$ cat src/rtl/mem_arbiter_if.sv
// Bundle of the fetch, data and RAM buses that meet at the memory arbiter.
// Latency: none, this file only declares wires.
// Backpressure: iwait/dwait return the wait state to each requester.
interface mem_arbiter_if;
  // instruction fetch side
  logic        iREN;
  logic [31:0] iaddr;
  logic        iwait;
  logic [31:0] iload;
  // data side
  logic        dREN;
  logic        dWEN;
  logic [31:0] daddr;
  logic [31:0] dstore;
  logic        dwait;
  logic [31:0] dload;
  // RAM side
  logic        ramREN;
  logic        ramWEN;
  logic [31:0] ramaddr;
  logic [31:0] ramstore;
  logic [31:0] ramload;
  logic [1:0]  ramstate;

  // arbiter view
  modport slave (
    input  iREN, iaddr, dREN, dWEN, daddr, dstore, ramload, ramstate,
    output iwait, iload, dwait, dload, ramREN, ramWEN, ramaddr, ramstore
  );

  // requester / RAM view
  modport master (
    output iREN, iaddr, dREN, dWEN, daddr, dstore, ramload, ramstate,
    input  iwait, iload, dwait, dload, ramREN, ramWEN, ramaddr, ramstore
  );
endinterface

$ cat src/rtl/mem_arbiter.sv
// Shares one RAM port between instruction fetch and data, data first with a starvation cap.
// Latency: 1 arbitration cycle plus RAM wait states; one IDLE bubble after each completion.
// Backpressure: grant held while ramstate != ACCESS; requester sees iwait/dwait high until done.
module mem_arbiter #(
  parameter int STARVE_MAX = 4
) (
  input  logic          CLK,
  input  logic          nRST,
  mem_arbiter_if.slave  bus
);

  typedef enum logic [1:0] {IDLE, IGRANT, DGRANT} state_t;

  localparam int             CW         = $clog2(STARVE_MAX + 1);
  localparam logic [CW-1:0]  DMAX       = CW'(STARVE_MAX);
  localparam logic [1:0]     RAM_ACCESS = 2'd2;

  state_t        state, next_state;
  logic [CW-1:0] dcnt, dcnt_next;

  logic        dreq;
  logic        access;
  logic        icomp;
  logic        dcomp;
  logic        ram_ren;
  logic        ram_wen;
  logic [31:0] ram_addr;
  logic [31:0] ram_store;
  logic        i_wait;
  logic        d_wait;

  assign dreq   = bus.dREN | bus.dWEN;
  assign access = (bus.ramstate == RAM_ACCESS);
  // a completion only counts while the request is still live; otherwise it is an abort
  assign icomp  = (state == IGRANT) && access && bus.iREN;
  assign dcomp  = (state == DGRANT) && access && dreq;

  // state and starvation counter registers; reset forces IDLE at once
  always_ff @(posedge CLK or negedge nRST) begin
    if (!nRST) begin
      state <= IDLE;
      dcnt  <= '0;
    end else begin
      state <= next_state;
      dcnt  <= dcnt_next;
    end
  end

  // arbitration, RAM drive and wait outputs; enables track the live request so aborts drop them
  always_comb begin
    next_state = state;
    ram_ren    = 1'b0;
    ram_wen    = 1'b0;
    ram_addr   = '0;
    ram_store  = '0;
    i_wait     = 1'b1;
    d_wait     = 1'b1;
    case (state)
      IDLE: begin
        if (dreq && bus.iREN && (dcnt == DMAX)) next_state = IGRANT;
        else if (dreq)                          next_state = DGRANT;
        else if (bus.iREN)                      next_state = IGRANT;
      end
      IGRANT: begin
        ram_ren  = bus.iREN;
        ram_addr = bus.iaddr;
        if (access) i_wait = 1'b0;
        if (!bus.iREN || access) next_state = IDLE;
      end
      DGRANT: begin
        ram_addr = bus.daddr;
        if (bus.dWEN) begin
          ram_wen   = 1'b1;
          ram_store = bus.dstore;
        end else begin
          ram_ren = bus.dREN;
        end
        if (access) d_wait = 1'b0;
        if (!dreq || access) next_state = IDLE;
      end
      default: next_state = IDLE;
    endcase
  end

  // starvation count: data wins while fetch waits, saturating; fetch or an idle fetch side clears it
  always_comb begin
    dcnt_next = dcnt;
    if (icomp) begin
      dcnt_next = '0;
    end else if (dcomp) begin
      if (!bus.iREN)         dcnt_next = '0;
      else if (dcnt != DMAX) dcnt_next = dcnt + 1'b1;
    end
  end

  assign bus.ramREN   = ram_ren;
  assign bus.ramWEN   = ram_wen;
  assign bus.ramaddr  = ram_addr;
  assign bus.ramstore = ram_store;
  assign bus.iwait    = i_wait;
  assign bus.dwait    = d_wait;
  assign bus.iload    = bus.ramload;
  assign bus.dload    = bus.ramload;

endmodule
$ cat src/flat_wrapper.sv
// flat-port wrapper written by rule: the top's interface ports become plain ports
module mem_arbiter_flat 
#(
  parameter int STARVE_MAX = 4
)
  (CLK, nRST, bus_iREN, bus_iaddr, bus_dREN, bus_dWEN, bus_daddr, bus_dstore, bus_ramload, bus_ramstate, bus_iwait, bus_iload, bus_dwait, bus_dload, bus_ramREN, bus_ramWEN, bus_ramaddr, bus_ramstore);
  mem_arbiter_if bus_i ();
  input  logic CLK;
  input  logic nRST;
  input wire logic [$bits(bus_i.iREN)-1:0] bus_iREN;
  input wire logic [$bits(bus_i.iaddr)-1:0] bus_iaddr;
  input wire logic [$bits(bus_i.dREN)-1:0] bus_dREN;
  input wire logic [$bits(bus_i.dWEN)-1:0] bus_dWEN;
  input wire logic [$bits(bus_i.daddr)-1:0] bus_daddr;
  input wire logic [$bits(bus_i.dstore)-1:0] bus_dstore;
  input wire logic [$bits(bus_i.ramload)-1:0] bus_ramload;
  input wire logic [$bits(bus_i.ramstate)-1:0] bus_ramstate;
  output wire logic [$bits(bus_i.iwait)-1:0] bus_iwait;
  output wire logic [$bits(bus_i.iload)-1:0] bus_iload;
  output wire logic [$bits(bus_i.dwait)-1:0] bus_dwait;
  output wire logic [$bits(bus_i.dload)-1:0] bus_dload;
  output wire logic [$bits(bus_i.ramREN)-1:0] bus_ramREN;
  output wire logic [$bits(bus_i.ramWEN)-1:0] bus_ramWEN;
  output wire logic [$bits(bus_i.ramaddr)-1:0] bus_ramaddr;
  output wire logic [$bits(bus_i.ramstore)-1:0] bus_ramstore;
  assign bus_i.iREN = bus_iREN;
  assign bus_i.iaddr = bus_iaddr;
  assign bus_i.dREN = bus_dREN;
  assign bus_i.dWEN = bus_dWEN;
  assign bus_i.daddr = bus_daddr;
  assign bus_i.dstore = bus_dstore;
  assign bus_i.ramload = bus_ramload;
  assign bus_i.ramstate = bus_ramstate;
  assign bus_iwait = bus_i.iwait;
  assign bus_iload = bus_i.iload;
  assign bus_dwait = bus_i.dwait;
  assign bus_dload = bus_i.dload;
  assign bus_ramREN = bus_i.ramREN;
  assign bus_ramWEN = bus_i.ramWEN;
  assign bus_ramaddr = bus_i.ramaddr;
  assign bus_ramstore = bus_i.ramstore;
  mem_arbiter #(.STARVE_MAX(STARVE_MAX)) u_core (.CLK(CLK), .nRST(nRST), .bus(bus_i));
endmodule
$ cat config.mk
export PLATFORM = sky130hd
export DESIGN_NAME = mem_arbiter_flat
export DESIGN_NICKNAME = d
export VERILOG_FILES = /design/src/rtl/mem_arbiter_if.sv /design/src/rtl/mem_arbiter.sv /design/src/flat_wrapper.sv
export SDC_FILE = /design/constraint.sdc
export NUM_CORES = 1
export LEC_CHECK = 0
export CORE_AREA = 2 2 105 107
export CTS_CLUSTER_DIAMETER = 40
export DETAILED_ROUTE_END_ITERATION = 7
export DIE_AREA = 0 0 107 109
export REMOVE_ABC_BUFFERS = 1
export SLEW_MARGIN = 0
export SYNTH_ARGS = -nofsm -noshare
export SYNTH_HDL_FRONTEND = slang
export SYNTH_SLANG_ARGS = --single-unit
$ cat constraint.sdc
create_clock -name CLK -period 2.72 [get_ports CLK]
set_input_delay 0.544 -clock CLK [delete_from_list [all_inputs] [get_ports CLK]]
set_output_delay 0.544 -clock CLK [all_outputs]
set_load 0.02 [all_outputs]
==> Word level (Yosys, flattened, before mapping) <==
Cells that the tools add are included.
{ "word_totals": {"regBits": 5, "latch_bits": 0, "ramBits": 0, "rom_bits": 0, "out_inout_bits": 132, "wordCells": 47, "mem_count": 0} }
{ "op_classes": {"add_sub_neg": 1, "multipliers": 0, "div": 0, "order_cmp": 0, "n_eq_ne": 9, "shifts": 0, "n_mux": 20, "bitwise_logic": 1, "n_reduce_logical": 14} }
{ "ops": {"columns": ["operator", "count"], "rows": [
  ["$mux W32", 2],
  ["$pmux W32 S2", 1],
  ["$mux W3", 4],
  ["$mux W2", 5],
  ["$logic_and A1 B1 Y1", 6],
  ["$mux W1", 6],
  ["$pmux W2 S3", 1],
  ["$eq A2 B2 Y1 const B", 2],
  ["$ne A2 B2 Y1 const B", 2],
  ["$ne A4 B2 Y1 const B", 1],
  ["$add A3 B1 Y3 const B", 1],
  ["$eq A3 B3 Y1 const B", 1],
  ["$ne A3 B1 Y1 const B", 1],
  ["$ne A3 B3 Y1 const B", 1],
  ["$reduce_and A3 Y1", 1],
  ["$eq A2 B1 Y1 const B", 1],
  ["$logic_not A1 Y1", 2],
  ["$logic_not A2 Y1", 1],
  ["$logic_or A1 B1 Y1", 2],
  ["$pmux W1 S2", 1],
  ["$reduce_and A2 Y1", 1],
  ["$reduce_bool A2 Y1", 1],
  ["$or A1 B1 Y1", 1]
]} }

==> Longest topological paths before layout <==
Gate-level depths: netlist of the first run.
{ "logic_depth": {"word_depth": 5, "ltp_mapped": 7, "mapped_depth_nobuf": 6} }

==> Worst setup path before layout of the first run <==
OpenSTA, ideal clock, no wires.
{ "synth_timing": {"kind": "flip-flop to output port", "from": "register u_core.state[0]", "to": "output port bus_ramstore[23]", "t_arrival_ns": 1.368, "path_slack_ns": 0.808, "path_stages_with_launch": 7, "n_path_buf": 3, "path_cell_list": "dfrtp_1 -> inv_1 -> ha_1 -> buf_2 -> buf_2 -> clkbuf_1 -> and3_1"} }
{ "synth_via": {"elab_chain_cells": 2} }
{ "synth_lines": {"columns": ["element", "line_no", "text"], "rows": [
  ["start, declared", "mem_arbiter.sv:18", "state_t state, next_state;"],
  ["start signal, assigned", "mem_arbiter.sv:44", "state <= next_state;"],
  ["$eq A2 B2 Y1", "mem_arbiter.sv:58", "case (state)"],
  ["$mux W32", "mem_arbiter.sv:58", null],
  ["end, declared", "flat_wrapper.sv:25", "output wire logic [$bits(bus_i.ramstore)-1:0] bus_ramstore;"]
]} }
No other way between the ends.

==> Worst setup path in the final report of the first run <==
{ "layout_timing": {"from": "input port bus_dWEN", "to": "output port bus_ramstore[30]"} }
{ "layout_via": {"elab_chain_cells": 2} }
{ "layout_lines": {"columns": ["element", "line_no", "text"], "rows": [
  ["start, declared", "flat_wrapper.sv:13", "input wire logic [$bits(bus_i.dWEN)-1:0] bus_dWEN;"],
  ["$mux W32", "mem_arbiter.sv:72", "if (bus.dWEN) begin"],
  ["$mux W32", "mem_arbiter.sv:58", null]
]} }
No other way between the ends.

==> results.toml, run 1 <==
[cts]
cts_buffers = 3
cts_sinks = 5
clk_path_buf_depth = 2
cts_root_buf = "clkbuf_8"
htree_num_levels = 1
clk_latency_ns = 0.22
path_clk_slew_ns = 0.04
cts_tree = "built"

[yosys]
ys_ff_latch = 5
synthTopCellsByCount = "65 x buf_4, 32 x a22oi_1, 32 x and3_1, 32 x nor2b_1, 9 x clkbuf_1"
synthFlopType = "dfrtp_1"
synth_edf_count = 0
synthesis.area_sq_mm = 0.001634
seq_area_frac_synth_pct = 7.657
synth_top_area_share_pct = 29.86
synth_top_cell_by_area = "buf_4"
synth.most_common_cell = "buf_4"
synth_area_leaders = "buf_4 30%, a22oi_1 15%, and3_1 12%, nor2b_1 12%, dfrtp_1 7.7%"
async_flop_share_pct = 100.0
synthCells = 225
ys_types = 33
syn_avg_cell_area_sq_um = 7.263
yosysWarnings = 0

[worst_setup_path]
crit_path_end = "bus_ramstore[30]"
rr_endpoint = "u_core.dcnt[2]"
endpoint_kind = "output port"
startpoint = "bus_dWEN"
r2r_cells = 7
reg2reg_slack_ns = 1.08
critical_path_class = "in2out"
critical_path_arrival_ns = 2.08
cp.required_ns = 2.18
cp-start-kind = "input pin"
cp_max_fo = 23
rr_startpoint = "u_core.state[0]"

[drt]
drc = 0
drt-pass1-iter-count = 4
vias = 2063
via_per_inst = 4.437
routed_wl_mm = 12.01
wl_per_cell_um = 25.82
first_iter_violations = 91
ant_nets = 0

[power]
power.leakage_nw = 1.268
power_density_mw_per_mm2 = 706.0
ir_worst_vdd_mv = 0.3021

[global_route]
grt_pass1_vias = 2080
antenna_found_initial = 2
grt_overflow = 0
grt_start_max_net_pins = 70
grt_pass1_wl_mm = 15.75
grtUsageTotal_pct = 19.54

[hold_path]
min_path_type = "in2async"

[placement]
dp.cells = 459
dp_hpwl_mm = 10.46
routabilityCongestion = 0.8408
preCtsSetupSlack_ns = 0.1058
port_buffers = 170

[cells_and_area]
area_growth_pct = 90.51
nets = 465
nFillCells = 1128
fin_cells = 465
final-seq-area_sq_um = 125.1
drive_above_1_share_pct = 5.864
multi_input_area_sq_um = 923.4

[die]
die_height_um = 109
start_util_pct = 15.41
die_x_um = 107
design.core.area_sq_mm = 0.01060
io_pins = 267
die_area_sq_mm = 0.01166
rows = 38

[timing]
setup_tns_ns = 0
max_freq_ghz = 0.3807
rsz0062_at_grt = "no"
hold_viol = 0
fin_crit_ns = 2.627
setup_violations = 0
slew-limit-headroom_pct = 71.82
tightestPinTransition_ns = 0.4183
finalCritPeriodShare_pct = 96.58
drv_slew = 0
skew_ns = 0.0009991
timing.final.ws_setup_ns = 0.09309

[flow_run]
max_cap_violations = 0

[run_status]
status = "finished clean"
-- worst min-delay path by stage --
stage	slack, ns	cells past startpoint	endpoint	from
5_1_grt	0.55	1	u_core.state[1]	nRST
2_1_floorplan	0.25	0	u_core.dcnt[0]	nRST
6_report	0.54	1	u_core.state[1]	nRST
4_1_cts	0.54	1	u_core.dcnt[0]	nRST
3_3_place_gp	0.53	1	u_core.dcnt[1]	u_core.dcnt[1]
3_5_place_dp	0.55	1	u_core.dcnt[2]	u_core.dcnt[2]
-- worst max-delay path, cell delays in order --
cell             delay [ns]
clkdlybuf4s50_1        0.53
buf_12                 0.17
and3_1                 0.19
clkdlybuf4s50_1        0.64
-- report_power, final --
| group | leakage (nW) | internal (mW) | switching (mW) | total [mW] |
|---|---|---|---|---|
| clock network | 0.0228 | 0.101 | 0.0359 | 0.136 |
| registers | 0.0661 | 0.0996 | 0.0206 | 0.120 |
| logic | 1.18 | 0.964 | 0.977 | 1.94 |
| total | 1.27 | 1.16 | 1.03 | 2.20 |
-- cells in the final DEF, fill, tap and decap left out, types with 2 or more instances in the layout --
master	synthesis	final
ha_1	5	4
and3_1	32	32
buf_12	0	4
buf_4	65	8
a22o_1	2	2
inv_1	4	4
o21ai_0	3	3
nor2b_1	32	32
nand2_1	5	5
mux2i_1	2	2
and2_1	2	2
clkdlybuf4s50_1	0	161
a22oi_1	32	32
clkbuf_8	0	3
dlymetal6s2s_1	0	4
dfrtp_1	5	5
-- cells by family after synthesis --
family	after synthesis	synth area share [%]
compound gates	45	20.67
fa+ha+maj	5	3.828
buf+inv	87	35.99
flops	5	7.657
mux	2	1.225
simple gates	81	30.63
-- stage by stage --
| stage | utilization (%) | power [mW] | hold slack [ns] | area (sq um) |
|---|---|---|---|---|
| global route | 29.34 | 2.349 | 0.5461 | 3110 |
| floorplan | - | 1.088 | 0.2484 | 1061 |
| finish | 29.36 | 2.198 | 0.5417 | 3113 |
| CTS | 29.01 | 2.171 | 0.5427 | 3075 |
| global placement | 28.58 | 1.999 | 0.5256 | 3030 |
| detailed placement | 28.58 | 2.011 | 0.5453 | 3030 |
-- final cells by class --
cell class	instances	share of cell area (%)
Timing Repair Buffer	178	58.68
Multi-Input combinational cell	133	29.66
Tap cell	140	5.627
Sequential cell	5	4.019
Clock buffer	4	1.447
Inverter	4	0.4823
Antenna cell	1	0.08039
-- sequential cells by signal (all words and copies together), names as in the netlist --
signal / cells
u_core.state: 2
u_core.dcnt: 3
-- routing by layer --
metal	global-route usage, %	wire length [um]	up-vias
met4	1.948	46	4
met2	31.94	5256	235
li1	-	-	918
met5	5.357	91	-
met1	18.64	4040	898
met3	17.99	2572	8
-- repair_timing --
| item | in CTS | in global routing |
|---|---|---|
| setup endpoints to repair | 0 | 20 |
| hold buffers | 0 | 0 |
| resized for setup | 0 | 4 |
| buffers inserted | 0 | 0 |
Note: power is estimated with default switching activity, not from simulation.
==> inputs of run 2 (changes only) <==
--- a/constraint.sdc
+++ b/constraint.sdc
@@ -3,2 +3,2 @@
 set_output_delay 0.544 -clock CLK [all_outputs]
-set_load 0.02 [all_outputs]
+set_load 0.05 [all_outputs]
==> results.toml, run 2 (same netlist as run 1, synthesis figures left out) <==
[drt]
via_per_inst = 4.495
wl_per_cell_um = 26.85
first_iter_violations = 75
routed_wl_mm = 12.43
ant_nets = 0
vias = 2081
drt-pass1-iter-count = 4
drc = 0

[timing]
tightestPinTransition_ns = 0.4483
max_freq_ghz = 0.4213
hold_viol = 0
setup_violations = 0
fin_crit_ns = 2.374
rsz0062_at_grt = "no"
slew-limit-headroom_pct = 69.80
drv_slew = 0
finalCritPeriodShare_pct = 87.26
skew_ns = 0.0008441

[global_route]
grt_start_max_net_pins = 47
grtUsageTotal_pct = 20.93
grt_pass1_wl_mm = 16.81
grt_pass1_vias = 2253
grt_overflow = 0
antenna_found_initial = 5

[cts]
cts_sinks = 5
postCtsSetupBuffers = 0
path_clk_slew_ns = 0.04
cts_tree = "built"
clk_path_buf_depth = 2
htree_num_levels = 1
cts_root_buf = "clkbuf_8"
cts_buffers = 3
clk_latency_ns = 0.22
cts_hold_buf = 0
cts_resized = 0

[worst_setup_path]
slowest_stage = "dfrtp_1"
path_cells = "inv_1, ha_1, buf_4, a22oi_1, nor2b_1, buf_12"
max_stage_delay_ns = 0.38
cp.required_ns = 2.18
crit_buf_inv = 3
cp-start-kind = "register"
path_delay_family = "buffers and inverters"
cp_max_fo = 37
endpoint_kind = "output port"
critical_path_class = "reg2out"
critical_path_arrival_ns = 1.83

[power]
p_int_mw = 1.618
switching_share_pct = 51.74
ir_worst_vdd_mv = 0.5533
comb_power_share_pct = 92.2
clock_power_share_pct = 4.2
switchingPower_mw = 1.735
seqPwrFrac_pct = 3.6
power.leakage_nw = 1.497
power_density_mw_per_mm2 = 899.7

[cells_and_area]
area_growth_pct = 128.1
largest_reg_flops = 3
layout_common_cells = "102 x clkdlybuf4s50_1, 69 x buf_12, 32 x a22oi_1, 32 x nor2b_1, 32 x and3_1"
nets = 463
drive_above_1_share_pct = 25.16
design_area_sq_mm = 0.003727
nFillCells = 1058
top_register = "u_core.dcnt"
multi_input_area_sq_um = 923.4
reg_top3 = "u_core.dcnt x3, u_core.state x2"
fin_cells = 463
final-seq-area_sq_um = 125.1
final_common_cell = "clkdlybuf4s50_1"

[die]
start_util_pct = 15.41
die_x_um = 107
design.core.area_sq_mm = 0.01060
die_area_sq_mm = 0.01166
io_pins = 267
rows = 38
die_height_um = 109

[flow_run]
max_cap_violations = 0

[placement]
dp_hpwl_mm = 10.88
placed_cell_area_sq_mm = 0.003679
dp.cells = 458
port_buffers = 170
routabilityCongestion = 0.8865

[run_status]
status = "finished clean"

[hold_path]
min_path_type = "in2async"
-- run 2: changes by cell type in the layout (fill, tap and decap cells not counted), sizes merged --
cell and change:
clkinv +1, dlymetal6s2s -4, clkbuf -2, clkdlybuf4s50 -59, buf +62
-- run 2: path summary, 6_finish.rpt --
check / startpoint / to / slack (ns) / depth (start not counted)
min: nRST / u_core.dcnt[1] / 0.55 / 1
max reg2reg: u_core.state[1] / u_core.dcnt[2] / 0.92 / 7
min in group CLK: u_core.dcnt[1] / u_core.dcnt[1] / 0.55 / 1
min reg2reg: u_core.dcnt[1] / u_core.dcnt[1] / 0.55 / 1
max in group asynchronous: nRST / u_core.dcnt[2] / 1.97 / 1
max: u_core.state[1] / bus_ramaddr[21] / 0.35 / 6
-- run 2: area by class of cell --
| cell class | count | area share, % |
|---|---|---|
| clock buffers | 3 | 1.108 |
| inverters | 4 | 0.4028 |
| clock inverters | 1 | 0.1343 |
| multi-input cells | 133 | 24.77 |
| well taps | 140 | 4.700 |
| flip-flops and latches | 5 | 3.357 |
| diodes | 1 | 0.06714 |
| repair buffers | 176 | 65.46 |
-- run 2: layer usage --
layer  vias up  share of wire, %  track usage, %
met4        10              0.44           1.113
met1       916                29           17.62
li1        912                 -               -
met2       227                45           34.21
met5         -              0.97           5.357
met3        16                25           23.85
-- run 2: power groups by stage --
| stage | sequential (mW) | clock, mW | combinational [mW] |
|---|---|---|---|
| global placement | 0.117 | 0 | 3.07 |
| finish | 0.121 | 0.139 | 3.09 |
| CTS | 0.121 | 0.143 | 3.11 |
| global route | 0.123 | 0.150 | 3.25 |
| floorplan | 0.115 | 0 | 1.54 |
| detailed placement | 0.120 | 0 | 3.10 |
-- run 2: per-stage QoR --
step | util [%] | TNS (ns) | total power [mW] | hold WS [ns] | worst slack [ns]
final | 35.15 | 0 | 3.354 | 0.5469 | 0.3464
after global routing | 35.13 | 0 | 3.524 | 0.5520 | 0.1872
after CTS | 35.13 | 0 | 3.380 | 0.5410 | 0.3384
after detailed placement | 34.69 | 0 | 3.220 | 0.5312 | 0.4742
after global placement | 34.69 | 0 | 3.191 | 0.5156 | 0.4802
after floorplan | - | -8.718 | 1.651 | 0.2484 | -0.2745
